**src/rtl/int_ctrl.sv**
```systemverilog
// ---------------------------------------------------------------------------
// int_ctrl - 8-source fixed-priority interrupt controller
//
// Each source is either rising-edge (latched in a pending register until the
// CPU acknowledges it) or level (pending simply follows the registered request
// line). The lowest-indexed pending and enabled source is presented to the CPU
// as a vector. A three-state handshake follows: present (REQUEST), acknowledge
// (SERVICE), end-of-interrupt (back to IDLE). Interrupts do not nest.
//
// Parameters
//   LEVEL_SRC   per-source trigger type, 1 = level, 0 = rising edge
//   MASK_INIT   mask value loaded at reset, 1 = enabled
//
// Ports
//   clock       single clock, rising-edge active
//   reset_n     asynchronous active-low reset
//   req         interrupt request lines, bit 0 highest priority
//   mask_we     mask write strobe
//   mask_wdata  new mask value
//   ack         CPU has taken the presented interrupt (one-cycle pulse)
//   eoi         CPU has executed IRET (one-cycle pulse)
//   interrupt   interrupt request to the CPU
//   irq         vector number (source index), valid while interrupt = 1
//   pending     pending register status
//   in_service  in-service register status (one-hot or zero)
// ---------------------------------------------------------------------------
module int_ctrl #(
   parameter logic [7:0] LEVEL_SRC = 8'h00,
   parameter logic [7:0] MASK_INIT = 8'hFF
) (
   input  logic       clock,
   input  logic       reset_n,
   input  logic [7:0] req,
   input  logic       mask_we,
   input  logic [7:0] mask_wdata,
   input  logic       ack,
   input  logic       eoi,
   output logic       interrupt,
   output logic [2:0] irq,
   output logic [7:0] pending,
   output logic [7:0] in_service
);

   typedef enum logic [1:0] {
      IDLE    = 2'd0,
      REQUEST = 2'd1,
      SERVICE = 2'd2
   } state_t;

   state_t     state_q, state_d;
   logic [7:0] req_d_q;
   logic [7:0] edge_pend_q, edge_pend_d;
   logic [7:0] mask_q, mask_d;
   logic       int_q, int_d;
   logic [2:0] irq_q, irq_d;
   logic [7:0] isr_q, isr_d;

   logic [7:0] rise;
   logic [7:0] cand;
   logic [7:0] ack_clr;
   logic [2:0] sel;
   logic       ack_take;

   // req_d_q resets to zero, so a line already high when reset is released
   // is seen as a rise on the first clock.
   assign rise = req & ~req_d_q;

   // Level sources bypass the pending register entirely.
   assign pending = (edge_pend_q & ~LEVEL_SRC) | (req_d_q & LEVEL_SRC);
   assign cand    = pending & mask_q;

   // Lowest set index wins: scan downwards so the last hit is the lowest.
   always_comb begin
      sel = 3'd0;
      for (int i = 7; i >= 0; i--) begin
         if (cand[i]) sel = 3'(i);
      end
   end

   assign ack_take = (state_q == REQUEST) && ack;

   always_comb begin
      ack_clr = 8'h00;
      if (ack_take) ack_clr[irq_q] = 1'b1;
   end

   // A rise in the same cycle as the acknowledge keeps the bit set.
   assign edge_pend_d = ((edge_pend_q & ~ack_clr) | rise) & ~LEVEL_SRC;
   assign mask_d      = mask_we ? mask_wdata : mask_q;

   // Next-state and presentation logic. The vector is latched on entry to
   // REQUEST and frozen there, so later mask/pending changes cannot alter it.
   always_comb begin
      state_d = state_q;
      int_d   = int_q;
      irq_d   = irq_q;
      isr_d   = isr_q;
      case (state_q)
         IDLE: begin
            if (cand != 8'h00) begin
               state_d = REQUEST;
               int_d   = 1'b1;
               irq_d   = sel;
            end
         end
         REQUEST: begin
            // eoi arriving with ack is deliberately ignored here.
            if (ack) begin
               state_d = SERVICE;
               int_d   = 1'b0;
               isr_d   = 8'h01 << irq_q;
            end
         end
         SERVICE: begin
            if (eoi) begin
               state_d = IDLE;
               isr_d   = 8'h00;
            end
         end
         default: begin
            state_d = IDLE;
            int_d   = 1'b0;
            isr_d   = 8'h00;
         end
      endcase
   end

   always_ff @(posedge clock or negedge reset_n) begin
      if (!reset_n) begin
         state_q     <= IDLE;
         req_d_q     <= 8'h00;
         edge_pend_q <= 8'h00;
         mask_q      <= MASK_INIT;
         int_q       <= 1'b0;
         irq_q       <= 3'd0;
         isr_q       <= 8'h00;
      end else begin
         state_q     <= state_d;
         req_d_q     <= req;
         edge_pend_q <= edge_pend_d;
         mask_q      <= mask_d;
         int_q       <= int_d;
         irq_q       <= irq_d;
         isr_q       <= isr_d;
      end
   end

   assign interrupt  = int_q;
   assign irq        = irq_q;
   assign in_service = isr_q;

endmodule

```
**config.mk**
```make
export PLATFORM = sky130hd
export DESIGN_NAME = int_ctrl
export DESIGN_NICKNAME = d
export VERILOG_FILES = /design/src/rtl/int_ctrl.sv
export SDC_FILE = /design/constraint.sdc
export NUM_CORES = 1
export LEC_CHECK = 0
export ABC_AREA = 1
export CAP_MARGIN = 20
export CORE_ASPECT_RATIO = 1.75
export CORE_MARGIN = 4
export CORE_UTILIZATION = 43
export DETAILED_ROUTE_END_ITERATION = 8
export PLACE_DENSITY = 0.76
export SETUP_SLACK_MARGIN = 0.4
export SLEW_MARGIN = 20
export SYNTH_ARGS = -nofsm -noshare
export SYNTH_HDL_FRONTEND = slang
export SYNTH_SLANG_ARGS = --single-unit
```
**constraint.sdc**
```tcl
create_clock -name clock -period 1.12 [get_ports clock]
set_input_delay 0.28 -clock clock [delete_from_list [all_inputs] [get_ports clock]]
set_output_delay 0.28 -clock clock [all_outputs]
set_load 0.01 [all_outputs]
```
==> results.md, run 1 <==
- Pwr/cell area: 2040 nW/um^2
- Post-Place Cells: 271
- Clk slew on worst S/H paths: 70 ps
- CTS tree: built
- Mapped Cells: 166
- Worst hold slack: 372 ps
- CP Capture Type: register
- Die Y: 90.1 um
- Core Rows: 29
- Drt pass-1 iters: 4
- Synth-to-layout area growth: 61.8%
- Dominant cell type by area after synthesis: dfrtp_1
- First-pass GRT wire length: 5.81 mm
- Overflow after GRT: 0
- Post-synth ARST share: 100%
- Initial antenna violation count: 0
- Worst slew pin tran: 255 ps
- Clock Skew: 5.78 ps
- Final setup TNS: -2360 ps
- Seq/Total Area, Yosys: 58.0%
- Clock share of power: 17.4%
- Max IR drop VDD: 1.32 mV
- Die Area: 4950 um^2
- Synth unique cells: 22
- I/O pin total: 41
- Final WL: 4.11 mm
- Yosys top cell area share: 45.4%
- Final hold violations: 0
- Synth Area in XOR/XNOR: 0%
- RePlAce Congestion: 0.830
- Layout Cells excl Fill: 297
- Skew-Pair Late Insertion Delay: 290 ps
- Post-Syn Area per Cell: 9.97 um^2
- Clock Tree Buf Depth: 2
- Worst Hold Class: input port to async pin
- Clock root buffer: clkbuf_8
- Share of cells above drive strength 1: 57.8%
- # diodes: 0
- PortBufs: 40
- Most frequent cell after synthesis: nand2_1
- EDFF count, synth: 0
- Die W: 54.9 um
- Min Tclk post-route: 1310 ps
- Max Slew Vio Count: 0
- Met1 Usage GRT: 16.8%
- Design internal power: 0.00345 W
- Combinational power share: 47.8%
- Most common flop cell mapped by yosys: dfrtp_1
- Final Power: 0.00547 W
- Vias in the first global route: 1340
- Post-synth top cells: 38 x nand2_1, 30 x dfrtp_1, 21 x inv_1
- Synth Net Count: 187
- CP startpoint kind: register
- Compound-gate portion of the synthesized area: 8.62%
- Max-Slew Margin vs Limit: 83.0%
- GR Layer Usage met3: 3.64%
- Drt initial violations: 15
- H-tree depth: 2
- CP arrival: 1490 ps
- Seq pwr share: 34.9%
- Vias: 1383
- Max Cap Viol: 0
- DRC: 0
- Met2 Track Usage GR: 27.0%
- Vias per inst: 4.66
- Yosys warnings: 0
- Synthesized flop and latch total: 38
- Simple-gate share of the synthesized area: 21.1%
- Max Clock Freq: 762 MHz
- Largest net degree at the start of global routing: 39
- Switching Share: 36.9%
- Combinational family with the most area after synthesis: simple AND/OR/NAND/NOR gates
- WP data required: 1300 ps
- Tcrit/Tclk final: 117%
- Overall Global Routing Usage: 15.8%
- Status: complete, but fails checks
- Pleak: 1.34 nW
- TritonCTS Sinks: 38
- Busiest grt layer: met2
- Critical path peak fanout: 4
- Antenna viol nets, final: 0
- Avg WL per Cell: 13.8 um
- Fin nets: 271
- RSZ-0062 raised after global routing: true
- Mux share of post-synthesis cell area: 5.44%
- P_sw: 0.00202 W
- Cts bufs inserted: 5
- Fin worst setup slack: -192 ps
- Initial core utilization: 45.2%
- Post-DP HPWL: 2.66 mm
- # setup viols final: 28
- Post-synthesis adder-cell area fraction: 0%
- Failing checks: setup timing
- Critical path class: register to register
- CORE AREA: 3660 um^2
- Synth area leaders: dfrtp_1 45%, dfstp_2 13%, nand2_1 8.6%
- Cell Area, Synth: 1660 um^2
## through the flow
step	cell area, um^2	util (%)	setup slack, ps
after CTS	2460	67.1	-115
after detailed placement	2320	63.4	-405
after global placement	2320	63.4	-335
final	2680	73.1	-192
after global routing	2680	73.1	-269
after floorplan	1710	-	-68.9
## sequential cells by signal, summed over array words and instances, names as in the netlist
| signal | count |
|---|---|
| mask_q | 8 |
| irq | 3 |
| pending | 8 |
| interrupt | 1 |
| req_d_q | 8 |
| in_service | 8 |
| state_q | 2 |
## worst max-delay path, stage by stage, from the launching register on
cell and delay, ps:
dfrtp_1 380, inv_2 50, or2_4 260, nor2_8 140, nand2_4 100, nor2_2 110, inv_2 50, nand2_2 60
o21ai_2 50
## path summary, 6_finish.rpt
path,start,endpoint,slack [ps],depth (start not counted)
min in group clock,req_d_q[0],pending[0],410,1
max in group asynchronous,reset_n,mask_q[5],480,2
hold / removal,reset_n,req_d_q[7],370,2
setup reg to reg,state_q[0],pending[5],-190,8
hold reg to reg,req_d_q[0],pending[0],410,1
setup / recovery,state_q[0],pending[5],-190,8
## cell type report
type	count	area (um^2)
Tap cell	46	57.6
Clock buffer	7	86.3
Sequential cell	38	961
Fill cell	249	986
Clock inverter	1	5.00
Timing Repair Buffer	78	712
Multi-Input combinational cell	98	748
Inverter	29	109
## repair_timing
| action | CTS | global route |
|---|---|---|
| pin swaps | 14 | 12 |
| hold endpoints to repair | 0 | 0 |
| hold buffers | 0 | 0 |
| endpoints found under the setup margin | 50 | 50 |
| setup buffers | 7 | 11 |
| gates resized for setup | 115 | 34 |
## cell usage in the layout, fill, tap and decap left out, drive strengths merged
| cell | n |
|---|---|
| nand3b | 1 |
| inv | 29 |
| a31o | 1 |
| buf | 58 |
| clkbuf | 7 |
| o21a | 1 |
| clkinv | 1 |
| nand2 | 48 |
| mux2 | 8 |
| nor2 | 17 |
| nand3 | 2 |
| clkdlybuf4s50 | 19 |
| dfrtp | 30 |
| o21ai | 17 |
| or2 | 1 |
| o22ai | 1 |
| a21oi | 1 |
| dfstp | 8 |
| clkdlybuf4s15 | 1 |
## per-layer routing
metal  part of all wire, %  up-vias
li1                      -      678
met1                    33      663
met2                    59       29
met3                   4.1       13
met4                   3.8        0
met5                     0        -
## power by group through the flow
stage               combinational [W]  clock (W)  sequential, W
finish                        0.00262   0.000950        0.00191
global route                  0.00280    0.00105        0.00194
CTS                           0.00215   0.000977        0.00188
detailed placement            0.00202          0        0.00190
global placement              0.00197          0        0.00190
floorplan                    0.000918          0        0.00202
## cell families (layout without fill, tap and decap cells)
logic type | count (synthesis) | after routing
flip-flops | 38 | 38
AO/OA/AOI/OAI | 21 | 21
multiplexers | 8 | 8
AND/OR/NAND/NOR | 69 | 69
buffers and inverters | 30 | 115
(Power assumes the default switching activity.)
==> run 2, diff against run 1 <==
--- a/config.mk
+++ b/config.mk
@@ -17,3 +17,4 @@
 export SYNTH_ARGS = -nofsm -noshare
 export SYNTH_HDL_FRONTEND = slang
 export SYNTH_SLANG_ARGS = --single-unit
+export TNS_END_PERCENT = 30
==> run 2 against run 1 <==
  * The run still ends with setup timing left
  * Largest cell class unchanged
  * Sequential power hardly changed
  * First-iteration DRC count is 140% higher
  * Critical path type unchanged
  * Sequential share of layout area rose by 3.1 points
  * Die area did not move
==> results.md, run 2 (same netlist as run 1, synthesis figures left out) <==
- Max-Slew Margin vs Limit: 82.9% (-0.11 points)
- Clock root buffer: clkbuf_8
- Min Tclk post-route: 1290 ps (-24.4 ps)
- Clock Tree Buf Depth: 2 (unchanged)
- Pwr/cell area: 2130 nW/um^2 (+4.4%)
- Final setup TNS: -2090 ps (+271 ps)
- Final hold violations: 0 (unchanged)
- CP startpoint kind: register
- Worst hold slack: 177 ps (-195 ps)
- Max Clock Freq: 777 MHz (+1.9%)
- Die Area: 4950 um^2 (unchanged)
- CORE AREA: 3660 um^2 (unchanged)
- Antenna viol nets, final: 0 (unchanged)
- Skew-Pair Late Insertion Delay: 290 ps (about the same)
- Clk slew on worst S/H paths: 80 ps (about the same)
- WP data required: 1310 ps (about the same)
- # setup viols final: 26 (-7.1%)
- Tcrit/Tclk final: 115% (-2.2 points)
- Core Rows: 29 (unchanged)
- Share of cells above drive strength 1: 54.0% (-3.8 points)
- Avg WL per Cell: 12.8 um (-7.3%)
- RePlAce Congestion: 0.799 (-3.7%)
- Die Y: 90.1 um (unchanged)
- Overflow after GRT: 0 (unchanged)
- Crit-path slowest cell: dfrtp_1
- Critical path peak fanout: 4 (unchanged)
- Drt initial violations: 36 (+21)
- Most frequent cells in the layout: 30 x dfrtp_1, 25 x nand2_1, 20 x nand2_2
- Clock Skew: 14.4 ps (+8.60 ps)
- Util after Layout: 67.3% (-5.8 points)
- CP Capture Type: register
- DRC: 0 (unchanged)
- RSZ-0062 raised after global routing: true
- Status: complete, but fails checks
- WP buf/inv: 2 (unchanged)
- CP delay by family, top: simple AND/OR/NAND/NOR gates
- Post-DP HPWL: 2.61 mm (-1.9%)
- I/O pin total: 41 (unchanged)
- Max Slew Vio Count: 0 (unchanged)
- Initial core utilization: 45.2% (unchanged)
- Final Power: 0.00526 W (-3.8%)
- PortBufs: 40 (unchanged)
- Initial antenna violation count: 0 (unchanged)
- # diodes: 0 (unchanged)
- Failing checks: setup timing
- Cts bufs inserted: 5 (unchanged)
- Commonest non-fill, non-tap cell in the layout: dfrtp_1
- TritonCTS Sinks: 38 (unchanged)
- CTS tree: built
- Max IR drop VDD: 1.65 mV (+25%)
- CP cell instances: inv_2, or2_4, nor2_8, nand2_4, nor2_2, inv_2, nand2_2, o21ai_2
- Setup WS pre-CTS: -423 ps (-18.3 ps)
- Critical path class: register to register
- CP arrival: 1480 ps (about the same)
- Vias in the first global route: 1336 (-0.30%)
- First-pass GRT wire length: 5.69 mm (-2.1%)
- Final WL: 3.63 mm (-12%)
- Vias: 1344 (-2.8%)
- Largest net degree at the start of global routing: 38 (-2.6%)
- Worst Hold Class: input port to async pin
- Critical Path Max Stage Delay: 380 ps (about the same)
- Pleak: 1.25 nW (-6.5%)
- Die W: 54.9 um (unchanged)
- Vias per inst: 4.75 (+2.0%)
- Synth-to-layout area growth: 49.1%
- Overall Global Routing Usage: 15.7% (-0.12 points)
- Fin worst setup slack: -167 ps (+24.4 ps)
- Drt pass-1 iters: 4 (unchanged)
- Max Cap Viol: 0 (unchanged)
- H-tree depth: 2 (unchanged)
- Worst path most repeated cell: inv_2
- Fin nets: 257 (-5.2%)
- Worst slew pin tran: 257 ps (+1.60 ps)
[run 2: cell types whose count changed in the layout (fill, tap and decap cells not counted), sizes merged]
cell / previous run / this run
buf: 58 / 44
clkinv: 1 / 2
bufinv: 0 / 1
dlygate4sd2: 0 / 2
clkbuf: 7 / 5
clkdlybuf4s50: 19 / 17
[run 2: final cells by class]
class | instances | area, um^2
timing repair buffer | 64 | 528
fill | 305 | 1200
inverter | 29 | 109
multi-input combinational | 98 | 703
tap | 46 | 57.6
clock inverter | 3 | 40.0
clock buffer | 5 | 68.8
sequential | 38 | 961
[run 2: path summary, 6_finish.rpt]
path | startpoint | endpoint | slack (ps) | cells after the start
max | state_q[0] | pending[3] | -170 | 8
max reg2reg | state_q[0] | pending[3] | -170 | 8
min | reset_n | req_d_q[6] | 180 | 1
min reg2reg | req_d_q[3] | pending[3] | 410 | 1
min in group clock | mask_wdata[5] | mask_q[5] | 360 | 2
max in group asynchronous | reset_n | mask_q[1] | 460 | 2
[run 2: timing repair]
action                                  4_1_cts  5_1_grt
hold buffers                                  0        0
endpoints found under the setup margin       50       50
setup buffers                                 3        6
pin swaps                                     4       13
resized for setup                            92       38
[run 2: routing by layer]
metal	vias to the layer above	GRT usage [%]	part of all wire, %	routed length (um)
met4	0	6.69	3.4	124
li1	650	-	-	-
met2	37	27.9	57	2070
met1	644	16.1	35	1290
met3	13	3.97	4.2	151
met5	-	0	0	0
[run 2: where the power goes]
part	total [W]	internal [W]	switching, W
logic	0.00226	0.00106	0.00120
clock network	0.00112	0.000655	0.000464
registers	0.00189	0.00169	0.000196
total	0.00526	0.00340	0.00186
[run 2: through the flow]
stage | instance area [um^2] | instances
after detailed placement | 2250 | 266
after floorplan | 1660 | 166
final | 2470 | 283
after global routing | 2470 | 283
after global placement | 2250 | 266
after CTS | 2310 | 277
